[config.mk]
export PLATFORM = sky130hd
export DESIGN_NAME = note_decoder
export DESIGN_NICKNAME = d
export VERILOG_FILES = /design/src/rtl/note_decoder.sv
export SDC_FILE = /design/constraint.sdc
export NUM_CORES = 1
export LEC_CHECK = 0
export BUFFER_PORTS_ARGS = -buffer_cell sky130_fd_sc_hd__buf_2
export CAP_MARGIN = 20
export CORE_MARGIN = 10
export CORE_UTILIZATION = 45
export CTS_BUF_LIST = sky130_fd_sc_hd__clkbuf_8
export DETAILED_ROUTE_END_ITERATION = 16
export PLACE_DENSITY_LB_ADDON = 0.1
export SLEW_MARGIN = 20
export SYNTH_ARGS = -nofsm -noshare
export SYNTH_HDL_FRONTEND = slang
export SYNTH_SLANG_ARGS = --single-unit
[constraint.sdc]
create_clock -name clk_in -period 3.95 [get_ports clk_in]
set_input_delay 0.395 -clock clk_in [delete_from_list [all_inputs] [get_ports clk_in]]
set_output_delay 0.395 -clock clk_in [all_outputs]
set_load 0.01 [all_outputs]
[src/rtl/note_decoder.sv]
// note_decoder -- recognises which organ note is present on a square-wave tone input.
//
// The tone is synchronised and its rising edges are found. The time between consecutive
// rising edges is measured in microseconds and compared against a table of the 14 organ
// note periods. Two consecutive matching periods on the same note lock that note onto the
// registered outputs. If no edge arrives for longer than TIMEOUT, the input is treated as
// silence and the outputs are cleared.
//
// Parameters:
//   CLK_PER_US  clk_in cycles per 1 us measurement tick
//   TOL         match window in us, applied as +/- TOL around each table period
//   TIMEOUT     period count in us above which the input is treated as silence
//
// Ports:
//   clk_in   system clock; all logic runs on its rising edge
//   rst      synchronous, active-low reset
//   tone_in  asynchronous square-wave tone
//   note     decoded note: 0 = none, 1-7 = low do..si, 8-14 = middle do..si
//   valid    high while a note is locked
//   codeout  7-segment pattern {dp,g,f,e,d,c,b,a}, active-high; dp marks the middle octave
//   low      one-hot, bit i set when note = i+1
//   middle   one-hot, bit i set when note = i+8
module note_decoder #(
    parameter int unsigned CLK_PER_US = 50,
    parameter int unsigned TOL        = 20,
    parameter int unsigned TIMEOUT    = 4095
) (
    input  logic       clk_in,
    input  logic       rst,
    input  logic       tone_in,
    output logic [3:0] note,
    output logic       valid,
    output logic [7:0] codeout,
    output logic [6:0] low,
    output logic [6:0] middle
);

    localparam int unsigned    PreW    = (CLK_PER_US > 1) ? $clog2(CLK_PER_US) : 1;
    localparam logic [PreW-1:0] PreLast = PreW'(CLK_PER_US - 1);

    typedef enum logic [1:0] {
        StIdle,
        StMeasure,
        StConfirm,
        StLocked
    } state_e;

    // Nominal note period in us, indexed by note number 1..14.
    function automatic logic [11:0] period_us(input logic [3:0] k);
        logic [11:0] p;
        case (k)
            4'd1:    p = 12'd3822;
            4'd2:    p = 12'd3405;
            4'd3:    p = 12'd3034;
            4'd4:    p = 12'd2863;
            4'd5:    p = 12'd2551;
            4'd6:    p = 12'd2273;
            4'd7:    p = 12'd2025;
            4'd8:    p = 12'd1911;
            4'd9:    p = 12'd1703;
            4'd10:   p = 12'd1517;
            4'd11:   p = 12'd1431;
            4'd12:   p = 12'd1276;
            4'd13:   p = 12'd1136;
            4'd14:   p = 12'd1012;
            default: p = 12'd0;
        endcase
        return p;
    endfunction

    // True when the measured period lies within +/- TOL of the table period.
    function automatic logic in_window(input logic [11:0] meas, input logic [11:0] tab);
        int m;
        int t;
        m = int'(meas);
        t = int'(tab);
        return (m + int'(TOL) >= t) && (m <= t + int'(TOL));
    endfunction

    // Segment pattern {g,f,e,d,c,b,a} for digits 1..7; anything else is blank.
    function automatic logic [6:0] seg7(input logic [2:0] d);
        logic [6:0] s;
        case (d)
            3'd1:    s = 7'h06;
            3'd2:    s = 7'h5B;
            3'd3:    s = 7'h4F;
            3'd4:    s = 7'h66;
            3'd5:    s = 7'h6D;
            3'd6:    s = 7'h7D;
            3'd7:    s = 7'h07;
            default: s = 7'h00;
        endcase
        return s;
    endfunction

    // ------------------------------------------------------------------
    // Input synchroniser and rising-edge detect
    // ------------------------------------------------------------------
    // sync_q[1:0] is the two-flop synchroniser, sync_q[2] the delayed copy for edge detect.
    logic [2:0] sync_q;
    logic       tone_edge;

    assign tone_edge = sync_q[1] & ~sync_q[2];

    // ------------------------------------------------------------------
    // Microsecond prescaler and period counter
    // ------------------------------------------------------------------
    logic [PreW-1:0] pre_q, pre_d;
    logic [11:0]     cnt_q, cnt_d;
    logic            tick;
    logic            timeout;
    state_e          state_q;

    assign tick = (pre_q == PreLast);

    // The 12-bit counter saturates at 4095, so "exceeding TIMEOUT" is detected as the tick
    // that would carry the count past TIMEOUT.
    assign timeout = tick && (32'(cnt_q) >= TIMEOUT);

    always_comb begin
        pre_d = pre_q;
        cnt_d = cnt_q;
        if (state_q == StIdle || tone_edge) begin
            // Held at zero while idle; restarted on every edge so the next period starts clean.
            pre_d = '0;
            cnt_d = '0;
        end else if (tick) begin
            pre_d = '0;
            if (cnt_q != 12'hFFF) begin
                cnt_d = cnt_q + 12'd1;
            end
        end else begin
            pre_d = pre_q + PreW'(1);
        end
    end

    always_ff @(posedge clk_in) begin
        if (!rst) begin
            sync_q <= '0;
            pre_q  <= '0;
            cnt_q  <= '0;
        end else begin
            sync_q <= {sync_q[1:0], tone_in};
            pre_q  <= pre_d;
            cnt_q  <= cnt_d;
        end
    end

    // ------------------------------------------------------------------
    // Period classification
    // ------------------------------------------------------------------
    logic [3:0] cand;

    always_comb begin
        cand = 4'd0;
        // Descending scan so that, with a wide TOL, the lowest matching note wins.
        for (int k = 14; k >= 1; k--) begin
            if (in_window(cnt_q, period_us(4'(k)))) begin
                cand = 4'(k);
            end
        end
    end

    // Output values that would be registered if cand were locked now.
    logic [2:0] digit;
    logic [7:0] lock_code;
    logic [6:0] lock_low;
    logic [6:0] lock_mid;

    always_comb begin
        digit     = (cand > 4'd7) ? 3'(cand - 4'd7) : cand[2:0];
        lock_code = {(cand > 4'd7), seg7(digit)};
        lock_low  = '0;
        lock_mid  = '0;
        for (int i = 0; i < 7; i++) begin
            if (cand == 4'(i + 1)) lock_low[i] = 1'b1;
            if (cand == 4'(i + 8)) lock_mid[i] = 1'b1;
        end
    end

    // ------------------------------------------------------------------
    // Lock FSM with registered outputs
    // ------------------------------------------------------------------
    logic [3:0] stored_q;
    logic [3:0] note_q;
    logic       valid_q;
    logic [7:0] code_q;
    logic [6:0] low_q;
    logic [6:0] mid_q;

    always_ff @(posedge clk_in) begin
        if (!rst) begin
            state_q  <= StIdle;
            stored_q <= '0;
            note_q   <= '0;
            valid_q  <= 1'b0;
            code_q   <= '0;
            low_q    <= '0;
            mid_q    <= '0;
        end else begin
            case (state_q)
                StIdle: begin
                    // The first edge only starts a period; nothing can be measured yet.
                    if (tone_edge) begin
                        state_q <= StMeasure;
                    end
                end
                StMeasure: begin
                    if (timeout) begin
                        state_q <= StIdle;
                    end else if (tone_edge && cand != 4'd0) begin
                        stored_q <= cand;
                        state_q  <= StConfirm;
                    end
                end
                StConfirm: begin
                    if (timeout) begin
                        state_q <= StIdle;
                    end else if (tone_edge) begin
                        if (cand == 4'd0) begin
                            state_q <= StMeasure;
                        end else if (cand == stored_q) begin
                            state_q <= StLocked;
                            note_q  <= cand;
                            valid_q <= 1'b1;
                            code_q  <= lock_code;
                            low_q   <= lock_low;
                            mid_q   <= lock_mid;
                        end else begin
                            stored_q <= cand;
                        end
                    end
                end
                StLocked: begin
                    if (timeout) begin
                        state_q <= StIdle;
                        note_q  <= '0;
                        valid_q <= 1'b0;
                        code_q  <= '0;
                        low_q   <= '0;
                        mid_q   <= '0;
                    end else if (tone_edge && cand != stored_q) begin
                        note_q  <= '0;
                        valid_q <= 1'b0;
                        code_q  <= '0;
                        low_q   <= '0;
                        mid_q   <= '0;
                        if (cand == 4'd0) begin
                            state_q <= StMeasure;
                        end else begin
                            stored_q <= cand;
                            state_q  <= StConfirm;
                        end
                    end
                end
                default: begin
                    state_q <= StIdle;
                end
            endcase
        end
    end

    assign note    = note_q;
    assign valid   = valid_q;
    assign codeout = code_q;
    assign low     = low_q;
    assign middle  = mid_q;

endmodule

* Yosys cells after proc, flatten, opt, wreduce, memory -nomap -nowiden
Index checks and enable logic that the tools add are counted.
** Word-level totals
- Output and inout port bits :: 27
- Input port bits :: 3
- Logic and storage cells :: 203
- Bits in registers :: 54
** Operators by class
- Reductions and logical operators :: 29
- Equality and inequality tests :: 43
- Add/sub/neg operators :: 4
- Magnitude comparators :: 30
- Muxes and demuxes :: 84
- Bitwise gates (word level) :: 3
** Operator list (number)
- greater-or-equal comparator 32 x 12 -> 1 bit, second input constant :: 7
- greater-or-equal comparator 32 x 13 -> 1 bit, second input constant :: 5
- 2-to-1 mux 4 bit :: 29
- <= comparator 12 x 11 -> 1 bit, second input constant :: 8
- <= comparator 12 bit, second input constant :: 6
- 2-to-1 mux 7 bit :: 10
- case mux 7 bit (7 select lines) :: 1
- 2-to-1 mux 8 bit :: 6
- greater-or-equal comparator 32 x 11 -> 1 bit, second input constant :: 1
- equality test 4 bit, second input constant :: 7
- case mux 7 bit (2 select lines) :: 2
- != test 2 bit, second input constant :: 11
- 2-to-1 mux 1 bit :: 20
- 2-to-1 mux 2 bit :: 10
- logical AND 1 bit :: 17
- equality test 4 x 3 -> 1 bit, second input constant :: 4
- case mux 8 bit (2 select lines) :: 1
- adder 12 x 5 -> 13 bit, second input constant :: 1
- greater-or-equal comparator 13 x 12 -> 1 bit, second input constant :: 1
- adder 12 x 1 -> 12 bit, second input constant :: 1
- equality test 3 bit, second input constant :: 4
- greater-or-equal comparator 12 bit, second input constant :: 1
- != test 12 bit, second input constant :: 1
- case mux 4 bit (3 select lines) :: 1
- other kinds (32) :: 38

* Depth between registers and ports, before layout
Gate-level depths: netlist (run 1).
- Depth after elaboration :: 26
- Depth in mapped cells :: 18
- Depth with buffers taken out :: 17

* Worst setup path before layout (run 1)
Ideal clock, no wire load.
- Path kind :: reg-to-reg
- Start :: register cnt_q[2]
- End :: register code_q[7], in the netlist codeout[7]
- Arrival time :: 3788 ps
- Data required time :: 3878 ps
- Buffers on the path :: 3
- Library setup time :: 72 ps
- Stages on the path, launching flop included :: 19
- Period minus slack after synthesis :: 3860 ps
- Setup slack :: 90 ps
- Path through :: dfxtp_1 -> buf_2 -> inv_1 -> ha_1 -> nand2_1 -> or4b_1 -> o2bb2ai_1 -> o21ai_0 -> o2bb2ai_1 -> a31oi_1 -> a211oi_1 -> o21ai_0 -> ha_1 -> a2111oi_2 -> mux2i_1 -> a21oi_1 -> buf_6 -> buf_12 -> mux2i_1
** On the way
- Longest elaborated chain between the ends :: 23
- Elaborated cells on any way between the ends :: 75
- Those cells by class :: add/sub: 1; order compare: 30; eq/ne: 6; mux: 20; reduce/logical: 18
** Ends and longest elaborated chain
- from (decl) :: line 109 : logic [11:0] cnt_q, cnt_d;
- from (signal assigned) :: line 145 : cnt_q <= cnt_d;
- adder 12 x 5 -> 13 bit :: line 77 : return (m + int'(TOL) >= t) && (m <= t + int'(TOL));
- greater-or-equal comparator 32 x 11 -> 1 bit :: line 77
- logical AND 1 bit :: line 77
- 2-to-1 mux 4 bit (14 in a row) :: line 158 : if (in_window(cnt_q, period_us(4'(k)))) begin
- > comparator 4 x 3 -> 1 bit :: line 172 : lock_code = {(cand > 4'd7), seg7(digit)};
- 2-to-1 mux 8 bit :: line 222 : end else if (cand == stored_q) begin
- 2-to-1 mux 8 bit :: line 220 : if (cand == 4'd0) begin
- 2-to-1 mux 8 bit :: line 219 : end else if (tone_edge) begin
- 2-to-1 mux 8 bit :: line 217 : if (timeout) begin
- case mux 8 bit (2 select lines) :: line 201 : case (state_q)
- to (signal assigned) :: line 226 : code_q <= lock_code;
- to (decl) :: line 187 : logic [7:0] code_q;
Parallel ways exist; a longest one is shown, timed or not. The select of a mux whose other input is x is not followed.
A chain may end at the register's enable or synchronous reset.

* Worst setup path after layout (run 1)
- Start :: register cnt_q[4]
- End :: register note_q[0], in the netlist note[0]
** On the way
- Longest elaborated chain between the ends :: 21
- Elaborated cells on any way between the ends :: 74
- Those cells by class :: add/sub: 1; order compare: 29; eq/ne: 6; mux: 20; reduce/logical: 18
** Ends and longest elaborated chain
- adder 12 x 5 -> 13 bit :: line 77
- greater-or-equal comparator 32 x 11 -> 1 bit / greater-or-equal comparator 32 x 12 -> 1 bit (equally long branches) :: line 77
- logical AND 1 bit :: line 77
- 2-to-1 mux 4 bit (13 in a row) :: line 158
- 2-to-1 mux 4 bit, on equally long branches :: line 158, 222
- != test 4 bit / 2-to-1 mux 4 bit (equally long branches) :: line 242, 220
- logical AND 1 bit / 2-to-1 mux 4 bit (equally long branches) :: line 242, 219
- != test 3 bit (no line) / 2-to-1 mux 4 bit (equally long branches)
- AND reduction 6 bit (no line) / case mux 4 bit (2 select lines) (equally long branches)
- to (signal assigned) :: line 224 : note_q <= cand;
- to (decl) :: line 185 : logic [3:0] note_q;
Parallel ways exist; a longest one is shown, timed or not. The select of a mux whose other input is x is not followed.

==> results of run 1 <==
layout by cell type (no fill, tap or decap), types with 6 or more instances in the layout:
cell      instances
buf_4           109
nand2_1          75
dfxtp_1          43
nor2_1           35
mux2i_1          31
buf_2            29
nand3_1          24
o21ai_0          23
a21oi_1          23
nand4_1          16
xnor2_1          13
inv_1            12
and2_1           11
ha_1             10
dfxtp_4           9
buf_12            9
a21o_1            8
nand2b_1          7
xor2_1            7
and3_1            6
a211oi_1          6
layout make-up:
cell class              instances  share of cell area [%]
clock buffers                   5                    1.15
well taps                     129                    2.70
flip-flops and latches         54                    18.7
inverters                      14                   0.921
multi-input cells             433                    54.3
repair buffers                156                    21.9
clock inverters                 3                   0.377
metrics by stage:
stage	cells	hold slack, ps
2_1_floorplan	537	412
3_3_place_gp	759	414
3_5_place_dp	759	419
4_1_cts	770	280
5_1_grt	794	295
6_report	794	289
synthesized netlist by cell type (3+ instances only):
library cell and number:
a211o_1 3, a211oi_1 10, a21o_1 8, a21oi_1 25, a31oi_1 4, and2_1 13
and3_1 7, buf_1 3, buf_2 12, buf_6 3, clkbuf_1 15, dfxtp_1 54
ha_1 15, inv_1 14, mux2i_1 32, nand2_1 77, nand2b_1 7, nand3_1 24
nand3b_1 4, nand4_1 16, nor2_1 37, nor2b_1 5, nor3_1 6, nor4_1 3
o2111ai_1 3, o211ai_1 5, o21a_1 4, o21ai_0 28, o221ai_1 3, o311a_1 4
or2_2 4, or3_1 4, xnor2_1 15, xor2_1 8
per-layer routing:
| layer | wire [µm] | share of wire, % | vias to the layer above | track usage, % |
|---|---|---|---|---|
| met5 | 0 | 0 | - | 0 |
| met4 | 340 | 2.4 | 0 | 6.26 |
| met3 | 1050 | 7.5 | 35 | 3.41 |
| met2 | 6360 | 45 | 199 | 29.8 |
| met1 | 6340 | 45 | 2149 | 27.3 |
| li1 | - | - | 2215 | - |
timing repair:
action,4_1_cts,5_1_grt
endpoints found under the setup margin,31,31
setup buffers,2,21
pin swaps,5,22
cloned,1,3
gates resized for setup,21,71
power by group:
part	switching, mW	internal, mW
Clock	0.201	0.129
Combinational	0.0175	0.00572
Sequential	0.00254	0.540
worst max path at each step:
stage / endpoint / depth (start not counted) / slack, ps / from
after floorplan: codeout[7] / 18 / 90 / cnt_q[2]
after global placement: codeout[4] / 17 / -140 / cnt_q[3]
after detailed placement: codeout[7] / 17 / -130 / cnt_q[3]
after CTS: middle[0] / 16 / 5 / cnt_q[2]
after global routing: note[2] / 18 / -90 / cnt_q[4]
final: note[0] / 18 / 40 / cnt_q[4]
kinds of logic (layout without fill, tap and decap cells):
kind of cell	after synthesis	after routing	share of synthesized area (%)
simple gates	223	223	26.9
compound gates	140	140	24.8
flops	54	54	25.4
buf+inv	50	178	6.15
mux	32	32	7.53
xor+xnor	23	23	4.74
fa+ha+maj	15	15	4.41
registers in the layout, indices dropped and copies added (netlist names):
register / cells
cnt_q: 12
codeout: 8
low: 7
middle: 7
pre_q: 6
note: 4
stored_q: 4
sync_q: 3
state_q: 2
valid: 1
==> impl_metrics.json, run 1 <==
{
  "outcome": "completed",
  "worst_setup_path_start_kind": "flop",
  "path_buf_inv": 6,
  "finalHoldViolations": 0,
  "synth_top_cell_by_area": "dfxtp_1",
  "stdcell_area_um2": 5980,
  "ys_ff_latch": 54,
  "worstPathRequired_ps": 4150,
  "worstSkewPairLatency_ps": 320,
  "min_from": "tone_in",
  "finish.utilization_pct": 64.7,
  "relSlewSlack_pct": 61.2,
  "via_per_inst": 5.79,
  "crit_chain": "buf_12 > buf_12 > nor2b_1 > and2_1 > o211ai_1 > buf_4 > nand2_1 > o41ai_4 > buf_4 > nand3_2 > a31o_2 > a221o_1 > nand4_1 > mux2i_2 > a21oi_4 > buf_4 > buf_12 > mux2i_1",
  "grt_pass1_wl_um": 21800,
  "seq_area_um2": 1120,
  "slew_viol_final": 0,
  "synth_area_leaders": "dfxtp_1 (25%), mux2i_1 (7.5%), nand2_1 (6.8%)",
  "antenna_left": 0,
  "holdPathEnd": "sync_q[0]",
  "multi_input_area_um2": 3240,
  "yosysTopAreaCellShare_pct": 25.4,
  "cts_max_level": 2,
  "finalClockSkew_ps": 11.8,
  "drtPass1Iterations": 8,
  "rows": 35,
  "r2r-end": "note[0]",
  "p_per_area_nw_per_um2": 150,
  "hp-class": "in -> reg",
  "slowest_stage": "o41ai_4",
  "cts_tree": "done",
  "ios": 30,
  "final_nets": 682,
  "finalCritPeriodShare_pct": 98.9,
  "drtIter0Drc": 513,
  "dp_hpwl_um": 10100,
  "rrSetupSlack_ps": 40,
  "die_width_um": 117,
  "post-place-ws_ps": -129,
  "finalSetupViolCount": 0,
  "numCtsBuffers": 5,
  "fillers": 783,
  "clock_path_buffers": 2,
  "path_max_fanout": 12,
  "routedWlPerCell_um": 17.7,
  "wl_um": 14100,
  "r2r-start": "cnt_q[4]",
  "diodes": 0,
  "cts_hold_buf": 0,
  "overflow": 0,
  "initial_core_util_pct": 46.0,
  "holdPathStages": 2,
  "globalplace.congestion": 0.986,
  "p_total_mw": 0.896,
  "io_buffers": 29,
  "dpl_cell_area_um2": 5220,
  "grt_max_degree": 34,
  "rsz0062_at_grt": "true",
  "reg2regPathDepth": 18,
  "ir_drop_uv": 205,
  "die_height_um": 117,
  "grt.total_usage_pct": 19.6,
  "p_leak_nw": 2.34,
  "min_period_ps": 3910,
  "seq_area_frac_synth_pct": 25.4,
  "critical_path_arrival_ps": 4110,
  "clk_pin_slew_ps": 100,
  "antenna_found_initial": 0,
  "syn2layout_area_growth_pct": 40.6,
  "synth_edf_count": 0,
  "fmax_mhz": 256,
  "core_area_um2": 9240,
  "post_route_cells_drive_above_1_share_pct": 36.2,
  "cts-root-buf": "clkbuf_8",
  "die_area_um2": 13700,
  "cpPeakStageDelay_ps": 430,
  "cp-end-kind": "flop",
  "vias": 4598,
  "syn_inst": 537,
  "ys_warn_count": 0,
  "synth.distinct_cells": 83,
  "drv_cap": 0,
  "synth.net_count": 555,
  "clock_sinks": 54,
  "cpLargestDelayFamily": "compound AO/OA/AOI/OAI gates",
  "syn_avg_cell_area_um2": 7.92,
  "netlist_area_um2": 4250,
  "worst_slack_ps": 42.3,
  "drc_errors": 0,
  "ys.flop_type": "dfxtp_1",
  "worstSetupPathType": "reg -> reg",
  "worstMarginPinSlew_ps": 578,
  "grt_pass1_vias": 4287,
  "setup_tns_ps": 0,
  "synthArstFlopShare_pct": 0
}
No activity file was read; power rests on OpenSTA's default activity.
==> run 2: changes to the inputs <==
==> constraint.sdc (replaced) <==
create_clock -name clk_in -period 3.3 [get_ports clk_in]
set_input_delay 0.33 -clock clk_in [delete_from_list [all_inputs] [get_ports clk_in]]
set_output_delay 0.33 -clock clk_in [all_outputs]
set_load 0.01 [all_outputs]
==> run 2 against run 1 <==
The run now ends with setup timing left. Setup slack worse by 530 ps. Cell area grew 7.1%. Combinational power grew 22%. Clock skew up 8.7 ps. Fmax up 3.1%. Die area did not move. Critical endpoint is now low[4]. Largest cell class unchanged.
==> impl_metrics.json, run 2 (same netlist as run 1, synthesis figures left out) <==
{
  "mostFrequentLayoutCell": "buf_4",
  "drv_cap": 0,
  "drc_errors": 0,
  "dp_hpwl_um": 11000,
  "grt_pass1_vias": 4804,
  "cts_tree": "done",
  "overflow": 0,
  "die_area_um2": 13700,
  "setup_tns_ps": -13880,
  "cts-root-buf": "clkbuf_8",
  "drtIter0Drc": 316,
  "die_width_um": 117,
  "finalClockSkew_ps": 20.5,
  "clock_sinks": 54,
  "path_max_fanout": 9,
  "worstSkewPairLatency_ps": 320,
  "numCtsBuffers": 5,
  "grt_pass1_wl_um": 24000,
  "min_period_ps": 3790,
  "multi_input_area_um2": 3390,
  "antenna_found_initial": 0,
  "p_leak_nw": 2.59,
  "clk_pin_slew_ps": 100,
  "largest_register_ffs": 12,
  "layout_common_cells": "buf_4 (149), nand2_1 (72), dfxtp_1 (44)",
  "antenna_left": 0,
  "post-place-ws_ps": -599,
  "fmax_mhz": 264,
  "cpLargestDelayFamily": "compound AO/OA/AOI/OAI gates",
  "ios": 30,
  "die_height_um": 117,
  "relSlewSlack_pct": 65.5,
  "wl_um": 14800,
  "p_total_mw": 1.15,
  "initial_core_util_pct": 46.0,
  "min_from": "tone_in",
  "regMostFlops": "cnt_q",
  "finalHoldViolations": 0,
  "slowest_stage": "a2111o_1",
  "rows": 35,
  "finalSetupViolCount": 33,
  "violations": "setup timing",
  "vias": 4765,
  "critical_path_arrival_ps": 4020,
  "post_route_cells_drive_above_1_share_pct": 42.9,
  "cpPeakStageDelay_ps": 410,
  "ir_drop_uv": 253,
  "syn2layout_area_growth_pct": 50.6,
  "reg2regPathDepth": 15,
  "clock_path_buffers": 2,
  "finalCritPeriodShare_pct": 115,
  "holdPathStages": 2,
  "fillers": 751,
  "via_per_inst": 5.70,
  "p_per_area_nw_per_um2": 180,
  "grt.total_usage_pct": 21.7,
  "worstPathRequired_ps": 3530,
  "cts_max_level": 2,
  "cp-end-kind": "flop",
  "drtPass1Iterations": 7,
  "seq_area_um2": 1110,
  "outcome": "finished with violations",
  "routedWlPerCell_um": 17.7,
  "crit_path_start": "cnt_q[4]",
  "rsz0062_at_grt": "true",
  "core_area_um2": 9240,
  "io_buffers": 29,
  "slew_viol_final": 0,
  "worst_slack_ps": -489,
  "final_nets": 724,
  "path_buf_inv": 3,
  "worstSetupPathType": "reg -> reg",
  "hp-class": "in -> reg",
  "r2r-start": "cnt_q[4]",
  "grt_max_degree": 34,
  "diodes": 0,
  "cp_num_cells": 15,
  "crit_chain": "buf_4 > nand2b_1 > o221a_4 > a211o_1 > o311a_4 > a2bb2oi_2 > a2111o_1 > o2bb2ai_2 > nor4_2 > nand4_1 > mux2i_2 > a21oi_4 > buf_12 > buf_8 > mux2i_1",
  "worst_setup_path_start_kind": "flop",
  "globalplace.congestion": 1.00,
  "worstMarginPinSlew_ps": 515
}
## run 2: where the power goes
group | switching (mW) | internal [mW]
logic | 0.0213 | 0.00687
clock network | 0.241 | 0.228
registers | 0.00319 | 0.650
total | 0.266 | 0.885
## run 2: metrics by stage
| stage | utilization, % | instance area (µm²) | hold WS (ps) | cells |
|---|---|---|---|---|
| 3_5_place_dp | 61.1 | 5650 | 423 | 808 |
| 5_1_grt | 69.3 | 6400 | 222 | 836 |
| 4_1_cts | 66.1 | 6110 | 217 | 824 |
| 6_report | 69.3 | 6400 | 224 | 836 |
| 2_1_floorplan | - | 4410 | 412 | 537 |
| 3_3_place_gp | 61.1 | 5650 | 414 | 808 |
## run 2: metal layers
metal	vias up	wire length [µm]	part of all wire, %	GRT usage, %
met5	-	0	0	0
met4	0	622	4.2	10.8
met3	42	626	4.2	2.96
met2	144	7330	50	37.2
met1	2285	6210	42	25.9
li1	2294	-	-	-
## run 2: path summary, 6_finish.rpt
kind / slack, ps / to
setup / recovery: -490 / low[4]
hold / removal: 220 / sync_q[0]
setup reg to reg: -490 / low[4]
hold reg to reg: 450 / sync_q[1]
## run 2: cell type report
class                   count  area share (%)
repair buffers            198            24.7
clock inverters             3           0.684
multi-input cells         433            52.9
well taps                 129            2.52
flip-flops and latches     54            17.3
inverters                  14           0.860
clock buffers               5            1.07
## run 2: what timing repair did
action,in CTS,in global routing
hold buffers,0,0
cloned,1,3
pin swaps,17,26
hold endpoints to repair,0,0
gates resized for setup,59,39
endpoints found under the setup margin,33,33
setup buffers,8,9
## run 2: worst register-to-register path, stage by stage (launching register included)
cell and delay [ps]:
dfxtp_2 360, buf_4 190, nand2b_1 190, o221a_4 290, a211o_1 310, o311a_4 340, a2bb2oi_2 180, a2111o_1 410
o2bb2ai_2 140, nor4_2 220, nand4_1 210, mux2i_2 230, a21oi_4 190, buf_12 140, buf_8 130, mux2i_1 200
==> run 3: changes to the inputs <==
--- a/config.mk
+++ b/config.mk
@@ -11,7 +11,8 @@
 export CORE_UTILIZATION = 45
 export CTS_BUF_LIST = sky130_fd_sc_hd__clkbuf_8
 export DETAILED_ROUTE_END_ITERATION = 16
-export PLACE_DENSITY_LB_ADDON = 0.1
+export PLACE_DENSITY = 0.72
+export SETUP_SLACK_MARGIN = 0.4
 export SLEW_MARGIN = 20
 export SYNTH_ARGS = -nofsm -noshare
 export SYNTH_HDL_FRONTEND = slang
==> run 3 against run 2 <==
The run still ends with setup timing left. Fmax shrank 1.1%. Cell area shrank 1.0%. Largest cell class unchanged. Non-clock buffer count is 2 lower. Die area stayed put. Critical endpoint is now low[0]. Setup slack lost 41 ps. Global-route usage down 0.27 points. Sequential power barely moved. Critical path type unchanged. Register-to-register slack worse by 40 ps. Combinational power is 2% lower. Sequential share of layout area increased by 0.18 points. Critical path depth increased by 1. Clock skew down 6.9 ps.
==> impl_metrics.json, run 3 (same netlist as run 1, synthesis figures left out) <==
{
  "outcome": "finished with violations",
  "violations": "setup timing",
  "largest_register_ffs": 12,
  "ios": 30,
  "rsz0062_at_grt": "true",
  "grt_pass1_vias": 4668,
  "syn2layout_area_growth_pct": 49.0,
  "initial_core_util_pct": 46.0,
  "overflow": 0,
  "worstSkewPairLatency_ps": 310,
  "p_leak_nw": 2.55,
  "diodes": 0,
  "crit_path_frequent_cell": "buf_12",
  "rows": 35,
  "finalCritPeriodShare_pct": 116,
  "post_route_cells_drive_above_1_share_pct": 43.0,
  "hp-class": "in -> reg",
  "antenna_left": 0,
  "numCtsBuffers": 5,
  "mostFrequentLayoutCell": "buf_4",
  "fmax_mhz": 261,
  "cts_max_level": 2,
  "cts_hold_buf": 0,
  "path_max_fanout": 7,
  "dpl_cell_area_um2": 5550,
  "worstPathRequired_ps": 3540,
  "ir_drop_uv": 275,
  "finalSetupViolCount": 33,
  "slowest_stage": "a2111o_1",
  "met1_usage_pct": 27.6,
  "dp_hpwl_um": 10600,
  "worst_setup_path_start_kind": "flop",
  "fillers": 703,
  "grt.total_usage_pct": 21.4,
  "setup_tns_ps": -15170,
  "routedWlPerCell_um": 17.8,
  "critical_path_arrival_ps": 4070,
  "worstMarginPinSlew_ps": 588,
  "rrSetupSlack_ps": -530,
  "finalClockSkew_ps": 13.6,
  "p_per_area_nw_per_um2": 179,
  "antenna_found_initial": 0,
  "globalplace.congestion": 0.974,
  "die_height_um": 117,
  "stdcell_area_um2": 6340,
  "crit_chain": "buf_6 > nand3b_1 > buf_4 > o221a_4 > a211o_1 > o311a_4 > a2bb2oi_2 > a2111o_1 > o2bb2ai_2 > nor4_2 > nand4_1 > mux2i_2 > a21oi_4 > buf_12 > buf_12 > mux2i_1",
  "grt_busiest_layer": "met2",
  "relSlewSlack_pct": 60.6,
  "drc_errors": 0,
  "worst_slack_ps": -530,
  "cts_tree": "done",
  "post-place-ws_ps": -622,
  "die_area_um2": 13700,
  "worstSetupPathType": "reg -> reg",
  "core_area_um2": 9240,
  "finalHoldViolations": 0,
  "wl_um": 14900,
  "grt_pass1_wl_um": 23600,
  "min_period_ps": 3830,
  "drv_cap": 0,
  "layout_common_cells": "buf_4 (147), nand2_1 (75), dfxtp_1 (44)",
  "io_buffers": 29,
  "slew_viol_final": 0,
  "cp-end-kind": "flop",
  "cts-root-buf": "clkbuf_8",
  "vias": 4841,
  "grt_use_met3_pct": 2.55,
  "clock_path_buffers": 2,
  "drtPass1Iterations": 6,
  "grt_max_degree": 34,
  "clk_pin_slew_ps": 100,
  "cpPeakStageDelay_ps": 420,
  "regMostFlops": "cnt_q",
  "grt_use_met2_pct": 36.1,
  "drtIter0Drc": 422,
  "via_per_inst": 5.80,
  "final_nets": 722,
  "clock_sinks": 54,
  "p_total_mw": 1.13,
  "die_width_um": 117
}
-- run 3: cell types whose count changed in the layout (fill, tap and decap cells not counted), sizes merged --
cell    before  now
clkinv       1    0
clkbuf       8    5
inv         15   16
buf        195  196
-- run 3: layout make-up --
type / count / area, µm² / area share, %
tap: 129 / 161 / 2.55
sequential: 54 / 1110 / 17.5
clock buffer: 5 / 68.8 / 1.09
timing repair buffer: 196 / 1530 / 24.2
inverter: 14 / 60.1 / 0.948
multi-input combinational: 433 / 3370 / 53.1
clock inverter: 3 / 40.0 / 0.632
-- run 3: critical path: cells and delay by family, from the launching register on --
kind,cells,cell delay [ps]
AO/OA/AOI/OAI,7,1800
flip-flops,1,340
buffers and inverters,4,540
AND/OR/NAND/NOR,3,620
multiplexers,2,440
-- run 3: through the flow --
| stage | cells | hold slack, ps | utilization, % |
|---|---|---|---|
| after floorplan | 537 | 412 | - |
| after global placement | 795 | 415 | 60.1 |
| after detailed placement | 795 | 428 | 60.1 |
| after CTS | 825 | 224 | 66.0 |
| after global routing | 834 | 225 | 68.6 |
| final | 834 | 229 | 68.6 |
-- run 3: power by group --
group	internal [mW]	switching (mW)
clock	0.224	0.227
combinational	0.00604	0.0216
sequential	0.650	0.00332
-- run 3: final timing paths --
| kind | cells past startpoint | from | end |
|---|---|---|---|
| max | 16 | cnt_q[7] | low[0] |
| min reg2reg | 1 | sync_q[0] | sync_q[1] |
| min | 2 | tone_in | sync_q[0] |
| max reg2reg | 16 | cnt_q[7] | low[0] |
-- run 3: what timing repair did --
item / CTS / global route
gates cloned: 2 / 0
pin swaps: 24 / 23
gates resized for setup: 65 / 35
buffers inserted: 20 / 9
endpoints found under the setup margin: 33 / 34
-- run 3: per-layer routing --
layer | up-vias | routed length (µm) | share of wire [%]
li1 | 2287 | - | -
met1 | 2309 | 6360 | 43
met2 | 204 | 7180 | 48
met3 | 41 | 871 | 5.9
met5 | - | 0 | 0
met4 | 0 | 440 | 3.0
